**config.mk**
```make
export PLATFORM = sky130hd
export DESIGN_NAME = fb_mem_arbiter_flat
export DESIGN_NICKNAME = d
export VERILOG_FILES = /design/src/rtl/fb_mem_arbiter_if.sv /design/src/rtl/fb_mem_arbiter.sv /design/src/flat_wrapper.sv
export SDC_FILE = /design/constraint.sdc
export NUM_CORES = 1
export LEC_CHECK = 0
export CAP_MARGIN = 20
export CORE_MARGIN = 2
export CORE_UTILIZATION = 30
export CTS_BUF_LIST = sky130_fd_sc_hd__clkbuf_8
export CTS_CLUSTER_SIZE = 8
export DETAILED_ROUTE_END_ITERATION = 10
export SLEW_MARGIN = 40
export SYNTH_ARGS = -nofsm -noshare
export SYNTH_HDL_FRONTEND = slang
export SYNTH_SLANG_ARGS = --single-unit
```
**constraint.sdc**
```tcl
create_clock -name fbclk -period 1.7 [get_ports fbclk]
set_input_delay 0.255 -clock fbclk [delete_from_list [all_inputs] [get_ports fbclk]]
set_output_delay 0.255 -clock fbclk [all_outputs]
set_load 0.05 [all_outputs]
```
**src/rtl/fb_mem_arbiter_if.sv**
```systemverilog
// fb_mem_arbiter_if
//   Bundles the signals between the framebuffer arbiter and its neighbours:
//   the scanout read requester, the PPU write requester, and the single-port
//   pixel RAM.
//   Modports:
//     master - requesters and RAM side (drives requests, addresses, write data
//              and RAM read data; observes grants, read return and RAM controls)
//     slave  - arbiter side (the inverse of master)
interface fb_mem_arbiter_if #(
  parameter int AW = 15,
  parameter int DW = 2
);
  logic          r0_req;
  logic [AW-1:0] r0_addr;
  logic          r0_gnt;
  logic          r0_rvalid;
  logic [DW-1:0] r0_rdata;

  logic          w1_req;
  logic [AW-1:0] w1_addr;
  logic [DW-1:0] w1_wdata;
  logic          w1_gnt;

  logic          mem_en;
  logic          mem_we;
  logic [AW-1:0] mem_addr;
  logic [DW-1:0] mem_wdata;
  logic [DW-1:0] mem_rdata;

  modport master (
    output r0_req, r0_addr, w1_req, w1_addr, w1_wdata, mem_rdata,
    input  r0_gnt, r0_rvalid, r0_rdata, w1_gnt,
           mem_en, mem_we, mem_addr, mem_wdata
  );

  modport slave (
    input  r0_req, r0_addr, w1_req, w1_addr, w1_wdata, mem_rdata,
    output r0_gnt, r0_rvalid, r0_rdata, w1_gnt,
           mem_en, mem_we, mem_addr, mem_wdata
  );
endinterface

```
**src/rtl/fb_mem_arbiter.sv**
```systemverilog
// fb_mem_arbiter
//   Shares the single-port framebuffer pixel RAM between the DVI scanout
//   reader (requester 0) and the PPU pixel writer (requester 1). After reset
//   is released, all traffic is held off for 16 cycles. From then on, access
//   is granted round-robin, with bursts bounded to MAX_BURST while the other
//   side waits.
//   Ports:
//     fbclk             - clock
//     fbclk_rst_cause_b - asynchronous active-low reset
//     bus               - slave side of fb_mem_arbiter_if (requests, grants,
//                         read return, registered RAM controls)
//     rst_done          - release sequence finished, arbiter live
module fb_mem_arbiter #(
  parameter int AW        = 15,
  parameter int DW        = 2,
  parameter int MAX_BURST = 8,
  parameter int RD_LAT    = 1
) (
  input  logic              fbclk,
  input  logic              fbclk_rst_cause_b,
  fb_mem_arbiter_if.slave   bus,
  output logic              rst_done
);

  localparam int            BW   = $clog2(MAX_BURST + 1);
  localparam logic [BW-1:0] BMAX = BW'(MAX_BURST);

  typedef enum logic [1:0] {
    ST_RST,
    ST_IDLE,
    ST_OWN0,
    ST_OWN1
  } state_t;

  state_t          state_q, state_d;
  logic            last_q, last_d;
  logic [BW-1:0]   bcnt_q, bcnt_d;
  logic [3:0]      rcnt_q, rcnt_d;
  logic            rst_done_q, rst_done_d;

  logic            mem_en_q, mem_en_d;
  logic            mem_we_q, mem_we_d;
  logic [AW-1:0]   mem_addr_q, mem_addr_d;
  logic [DW-1:0]   mem_wdata_q, mem_wdata_d;
  logic [RD_LAT-1:0] rd_pipe_q, rd_pipe_d;

  logic            gnt0, gnt1;
  logic            r0, r1;

  assign r0 = bus.r0_req;
  assign r1 = bus.w1_req;

  // Arbitration: next state and same-cycle grants
  always_comb begin
    state_d    = state_q;
    last_d     = last_q;
    bcnt_d     = bcnt_q;
    rcnt_d     = rcnt_q;
    rst_done_d = rst_done_q;
    gnt0       = 1'b0;
    gnt1       = 1'b0;

    case (state_q)
      ST_RST: begin
        if (rcnt_q == 4'd15) begin
          state_d    = ST_IDLE;
          rst_done_d = 1'b1;
        end else begin
          rcnt_d = rcnt_q + 4'd1;
        end
      end

      ST_IDLE: begin
        // When both ask, the one not served last wins.
        if (r0 && (!r1 || last_q)) begin
          gnt0    = 1'b1;
          state_d = ST_OWN0;
          bcnt_d  = BW'(1);
        end else if (r1) begin
          gnt1    = 1'b1;
          state_d = ST_OWN1;
          bcnt_d  = BW'(1);
        end
      end

      ST_OWN0: begin
        // The burst limit only applies while the other side is waiting.
        if (r0 && ((bcnt_q < BMAX) || !r1)) begin
          gnt0 = 1'b1;
          if (bcnt_q < BMAX) bcnt_d = bcnt_q + BW'(1);
        end else if (r1) begin
          gnt1    = 1'b1;
          state_d = ST_OWN1;
          bcnt_d  = BW'(1);
          last_d  = 1'b0;
        end else begin
          state_d = ST_IDLE;
          last_d  = 1'b0;
        end
      end

      ST_OWN1: begin
        if (r1 && ((bcnt_q < BMAX) || !r0)) begin
          gnt1 = 1'b1;
          if (bcnt_q < BMAX) bcnt_d = bcnt_q + BW'(1);
        end else if (r0) begin
          gnt0    = 1'b1;
          state_d = ST_OWN0;
          bcnt_d  = BW'(1);
          last_d  = 1'b1;
        end else begin
          state_d = ST_IDLE;
          last_d  = 1'b1;
        end
      end

      default: state_d = ST_RST;
    endcase
  end

  // RAM command stage and read-return pipe
  always_comb begin
    mem_en_d    = gnt0 | gnt1;
    mem_we_d    = gnt1;
    mem_addr_d  = mem_addr_q;
    mem_wdata_d = mem_wdata_q;
    if (gnt0) begin
      mem_addr_d  = bus.r0_addr;
      mem_wdata_d = '0;
    end else if (gnt1) begin
      mem_addr_d  = bus.w1_addr;
      mem_wdata_d = bus.w1_wdata;
    end
    // Shift towards the MSB; the MSB is the tail that flags returned data.
    rd_pipe_d = RD_LAT'({rd_pipe_q, (mem_en_q & ~mem_we_q)});
  end

  always_ff @(posedge fbclk or negedge fbclk_rst_cause_b) begin
    if (!fbclk_rst_cause_b) begin
      state_q     <= ST_RST;
      last_q      <= 1'b1;
      bcnt_q      <= '0;
      rcnt_q      <= '0;
      rst_done_q  <= 1'b0;
      mem_en_q    <= 1'b0;
      mem_we_q    <= 1'b0;
      mem_addr_q  <= '0;
      mem_wdata_q <= '0;
      rd_pipe_q   <= '0;
    end else begin
      state_q     <= state_d;
      last_q      <= last_d;
      bcnt_q      <= bcnt_d;
      rcnt_q      <= rcnt_d;
      rst_done_q  <= rst_done_d;
      mem_en_q    <= mem_en_d;
      mem_we_q    <= mem_we_d;
      mem_addr_q  <= mem_addr_d;
      mem_wdata_q <= mem_wdata_d;
      rd_pipe_q   <= rd_pipe_d;
    end
  end

  assign bus.r0_gnt    = gnt0;
  assign bus.w1_gnt    = gnt1;
  assign bus.mem_en    = mem_en_q;
  assign bus.mem_we    = mem_we_q;
  assign bus.mem_addr  = mem_addr_q;
  assign bus.mem_wdata = mem_wdata_q;
  assign bus.r0_rvalid = rd_pipe_q[RD_LAT-1];
  // Data is forced to zero outside valid cycles so stale RAM output never leaks.
  assign bus.r0_rdata  = rd_pipe_q[RD_LAT-1] ? bus.mem_rdata : '0;
  assign rst_done      = rst_done_q;

endmodule
```
**src/flat_wrapper.sv**
```systemverilog
// flat-port wrapper written by rule: the top's interface ports become plain ports
module fb_mem_arbiter_flat 
#(
  parameter int AW        = 15,
  parameter int DW        = 2,
  parameter int MAX_BURST = 8,
  parameter int RD_LAT    = 1
)
  (fbclk, fbclk_rst_cause_b, rst_done, bus_r0_req, bus_r0_addr, bus_w1_req, bus_w1_addr, bus_w1_wdata, bus_mem_rdata, bus_r0_gnt, bus_r0_rvalid, bus_r0_rdata, bus_w1_gnt, bus_mem_en, bus_mem_we, bus_mem_addr, bus_mem_wdata);
  fb_mem_arbiter_if #(.AW(AW), .DW(DW)) bus_i ();
  input  logic fbclk;
  input  logic fbclk_rst_cause_b;
  output logic rst_done;
  input wire logic [$bits(bus_i.r0_req)-1:0] bus_r0_req;
  input wire logic [$bits(bus_i.r0_addr)-1:0] bus_r0_addr;
  input wire logic [$bits(bus_i.w1_req)-1:0] bus_w1_req;
  input wire logic [$bits(bus_i.w1_addr)-1:0] bus_w1_addr;
  input wire logic [$bits(bus_i.w1_wdata)-1:0] bus_w1_wdata;
  input wire logic [$bits(bus_i.mem_rdata)-1:0] bus_mem_rdata;
  output wire logic [$bits(bus_i.r0_gnt)-1:0] bus_r0_gnt;
  output wire logic [$bits(bus_i.r0_rvalid)-1:0] bus_r0_rvalid;
  output wire logic [$bits(bus_i.r0_rdata)-1:0] bus_r0_rdata;
  output wire logic [$bits(bus_i.w1_gnt)-1:0] bus_w1_gnt;
  output wire logic [$bits(bus_i.mem_en)-1:0] bus_mem_en;
  output wire logic [$bits(bus_i.mem_we)-1:0] bus_mem_we;
  output wire logic [$bits(bus_i.mem_addr)-1:0] bus_mem_addr;
  output wire logic [$bits(bus_i.mem_wdata)-1:0] bus_mem_wdata;
  assign bus_i.r0_req = bus_r0_req;
  assign bus_i.r0_addr = bus_r0_addr;
  assign bus_i.w1_req = bus_w1_req;
  assign bus_i.w1_addr = bus_w1_addr;
  assign bus_i.w1_wdata = bus_w1_wdata;
  assign bus_i.mem_rdata = bus_mem_rdata;
  assign bus_r0_gnt = bus_i.r0_gnt;
  assign bus_r0_rvalid = bus_i.r0_rvalid;
  assign bus_r0_rdata = bus_i.r0_rdata;
  assign bus_w1_gnt = bus_i.w1_gnt;
  assign bus_mem_en = bus_i.mem_en;
  assign bus_mem_we = bus_i.mem_we;
  assign bus_mem_addr = bus_i.mem_addr;
  assign bus_mem_wdata = bus_i.mem_wdata;
  fb_mem_arbiter #(.AW(AW), .DW(DW), .MAX_BURST(MAX_BURST), .RD_LAT(RD_LAT)) u_core (.fbclk(fbclk), .fbclk_rst_cause_b(fbclk_rst_cause_b), .bus(bus_i), .rst_done(rst_done));
endmodule
```
After elaboration in Yosys (flattened, before gate mapping)

Index checks and enable logic that the tools add are counted.

Word-level logic and storage cells: 76
Bits in registers: 32
Output and inout port bits: 25
Memories kept: 0
Memory bits (writable): 0
Bits in read-only memories: 0
Bits in latches: 0

Magnitude comparators: 1
Reduce and logical (&&, ||, !) cells: 17
Shift-type cells: 0
Mux-type cells: 33
Add/sub/neg operators: 2
Multiply operators: 0
Equal/unequal tests: 9
Divide/modulo/power cells: 0
Bitwise operators: 4

Operators by type and width:

| operator              | count |
|---|---|
| $mux W15              | 2 |
| $mux W4               | 6 |
| $mux W2               | 10 |
| $pmux W4 S3           | 1 |
| $mux W1               | 10 |
| $add A4 B1 Y4 const B | 2 |
| $pmux W2 S4           | 1 |
| $ne A3 B2 Y1 const B  | 2 |
| $pmux W1 S3           | 2 |
| $reduce_and A2 Y1     | 3 |
| $eq A2 B2 Y1 const B  | 2 |
| $eq A4 B4 Y1 const B  | 1 |
| $lt A4 B4 Y1 const B  | 1 |
| $ne A2 B2 Y1 const B  | 2 |
| $reduce_and A4 Y1     | 1 |
| $reduce_bool A2 Y1    | 2 |
| $logic_and A1 B1 Y1   | 3 |
| $logic_or A1 B1 Y1    | 3 |
| $reduce_and A3 Y1     | 1 |
| $reduce_bool A3 Y1    | 1 |
| $eq A2 B1 Y1 const B  | 1 |
| $logic_not A1 Y1      | 2 |
| $logic_not A2 Y1      | 1 |
| $ne A2 B1 Y1 const B  | 1 |
| other kinds (4)       | 5 |

Logic depth before layout (Yosys ltp)

Word-level depth: 7
Gate-level depth with buffers: 7

Worst setup path before layout

Ideal clock, no wire load.

Path kind: register -> output
Start: reg u_core.state_q[0]
End: out bus_w1_gnt
Buffers on the path: 2
Path slack: -222 ps
Required time: 1445 ps
Cell stages (with the launch flop): 6
Arrival: 1667 ps
Cell sequence: dfrtp_1 buf_2 buf_2 and3_1 o21a_1 nor2_1

Word-level cells in the longest chain between the ends: 2
Elaborated cells on any way between the ends: 4
Those cells by class: eq/ne: 3; mux: 1

Ends and longest elaborated chain:

| what                                                | RTL line              | source |
|---|---|---|
| start, declared                                     | fb_mem_arbiter.sv:35  | `state_t state_q, state_d;` |
| start signal, assigned                              | fb_mem_arbiter.sv:151 | `state_q <= state_d;` |
| $eq A2 B2 Y1 / $eq A2 B1 Y1 (equally long branches) | fb_mem_arbiter.sv:63  | `case (state_q)` |
| $pmux W1 S3 (*)                                     | fb_mem_arbiter.sv:63  |  |
| end, declared                                       | flat_wrapper.sv:23    | `output wire logic [$bits(bus_i.w1_gnt)-1:0] bus_w1_gnt;` |

Mark *: on every way between the ends. The rest lies on a longest branch, timed or not.

Worst setup path in the final report

Ends and elaborated chain as after synthesis.

==> metrics <==
status finished, violations left; violated checks negative setup slack; Final Non-Filler Cells ~340; Final GP Congestion roughly 0.79; CP Class flop to primary output; global-route wire length before repair roughly 7700 um; DRT antenna net count 0; Synthesized Nets 223; required time of the critical path between 1 and 1.5 ns; final setup margin -0.0841 ns; HP Class input port to async pin; row count 27; clock-pin slew on the worst setup and hold paths approximately 0.07 ns; commonest non-fill, non-tap cell in the layout buf_4; Port Buffer Count 62; area of the core 0.00551 mm2; post-layout min period around 1.8 ns; antenna violations before repair 0; Clock Path Buffers 2; RSZ-0062 raised after global routing true; Clock Skew roughly 0.0053 ns; # setup viols final 2; RR Endpoint u_core.rcnt_q[1]; routed wire length around 4700 um; drt pass-1 iters 4; worst-skew pair later-pin latency 0.28 ns; Async S/R FF share, synth 100%; Global Route Usage Sum approximately 16%; fillers 540; most frequent cells in the layout buf_4, nand2_1, clkdlybuf4s50_1; crit path max fanout 6; final design utilization roughly 50%; post-synth top area cell dfrtp_1; post-synthesis sequential area ratio ~47%; Ports 63; Synth Instances between 150 and 200; crit end category primary output; layout cell share with drive strength beyond 1 30.7%; Area contributors post-synth dfrtp_1, nand2_1, nand3_1; clock root buffer master clkbuf_8; area grow syn2layout 58.2%; crit start category flop; number of synthesized register bits 32; initial core utilization about 31%; hold buffers post-CTS 0; Synth Flop Type dfrtp_1; Mean Syn Cell Area ~9.3 um2; Inst Count DP 328; Worst VDD drop between 900 and 1000 uV; DR vias 1677; Synth cell types 44; DR vias/cell 4.90; Worst-Margin Slew ~0.44 ns; leakage power 1.18 nW; DRC 0; period utilization 105%; total die area approximately 0.0063 mm2; # diodes 0; yosys warns 0; setup slack, reg-to-reg 0.05 ns; final slew viol count 0; EDFF count, synth 0; GRT Residual Overflow 0; fin nets between 300 and 400; Die Ht ~80 um; DPL Wire Length around 3400 um; TritonCTS buffer count 5; H-tree levels 2; Slew headroom between 70 and 80%; Die X-Extent between 70 and 80 um; Max-Cap Viols 0; CTS tree done; largest net degree at the start of global routing 33; fmax 560 MHz; worst r2r src u_core.state_q[0]; CTS Sinks 32; final-report hold violation count 0; post-synth top area share roughly 45%; crit path DAT roughly 1.5 ns; Power Density about 1500 mW/mm2; Post-Syn Area around 0.0017 mm2; R2R cell count 5; Initial DRC Count 74; drt wl/cell roughly 14 um; vias in the first global route about 1600
-- layer usage --
layer  wire [um]  vias up  part of all wire (%)  track usage, %
li1            -      819                     -               -
met1        2160      817                    46            19.8
met2        2300       39                    49            25.7
met3         233        2                   4.9            4.30
met4          17        0                  0.36            4.66
met5           0        -                     0               0
-- cell usage after synthesis, types with 2 or more instances --
master / instances
buf_2: 7
ha_1: 2
o21ai_0: 12
o211ai_2: 7
o21a_1: 2
nand2_1: 37
nand3_1: 18
a21boi_0: 2
and2_1: 3
clkbuf_1: 3
dfrtp_1: 31
o211ai_1: 8
nand3b_1: 2
a21oi_1: 9
inv_1: 6
nor2_1: 5
nor2b_1: 2
-- worst max-delay path by stage --
stage / start / slack [ns] / depth (start not counted) / endpoint
floorplan: u_core.state_q[0] / 0.009 / 5 / bus_w1_gnt
global placement: bus_r0_req / -0.15 / 5 / bus_w1_gnt
finish: u_core.state_q[0] / -0.08 / 5 / bus_w1_gnt
CTS: u_core.last_q / -0.14 / 5 / bus_r0_gnt
detailed placement: bus_r0_req / -0.15 / 5 / bus_w1_gnt
global route: u_core.state_q[1] / -0.15 / 5 / bus_w1_gnt
-- where the power goes --
part	switching, mW	internal [mW]	leakage [nW]
clock	0.272	0.360	0.0503
sequential	0.165	1.00	0.364
combinational	1.37	0.900	0.769
-- repair_timing --
item                       4_1_cts  5_1_grt
gates resized for setup          8        6
setup endpoints to repair        2       18
pin swaps                        3        2
buffers inserted                 8        2
-- through the flow --
stage | hold slack, ns | setup TNS (ns) | cell area [um2] | power, mW | setup slack, ns
after floorplan | -0.0406 | 0 | 1710 | 2.54 | 0.00922
after global placement | 0.450 | -1.23 | 2520 | 3.34 | -0.154
after detailed placement | 0.433 | -1.67 | 2520 | 3.35 | -0.153
after CTS | 0.397 | -0.263 | 2710 | 4.13 | -0.136
after global routing | 0.426 | -0.301 | 2700 | 4.31 | -0.152
final | 0.383 | -0.163 | 2700 | 4.07 | -0.0841
-- final cells by class --
cell class                      instances  area [um2]  area share (%)
Multi-Input combinational cell        132         847            31.4
Timing Repair Buffer                   92         837            31.0
Sequential cell                        32         805            29.8
Clock buffer                            7        96.3            3.57
Tap cell                               72        90.1            3.33
Inverter                                7        26.3           0.973
-- flip-flops by register name (all words and copies together), names as in the netlist --
name                  flops
u_core.bcnt_q             4
u_core.last_q             1
u_core.bus.mem_wdata      2
u_core.rst_done           1
u_core.state_q            2
u_core.bus.mem_en         1
u_core.bus.mem_addr      15
u_core.bus.mem_we         1
u_core.rcnt_q             4
u_core.bus.r0_rvalid      1
-- cell families after synthesis --
family                   share of synthesized area, %
AND/OR/NAND/NOR                                  20.2
multiplexers                                     1.25
XOR/XNOR                                         1.03
buffers and inverters                            5.79
AO/OA/AOI/OAI                                    23.3
flip-flops                                       47.0
adder cells (fa/ha/maj)                          1.46
-- critical path, cell delays in order, from the launching register on --
cell,delay [ns]
dfrtp_2,0.45
buf_6,0.13
and3_4,0.16
o21a_1,0.21
nor2_4,0.15
buf_12,0.15
Note: power is estimated with default switching activity, not from simulation.
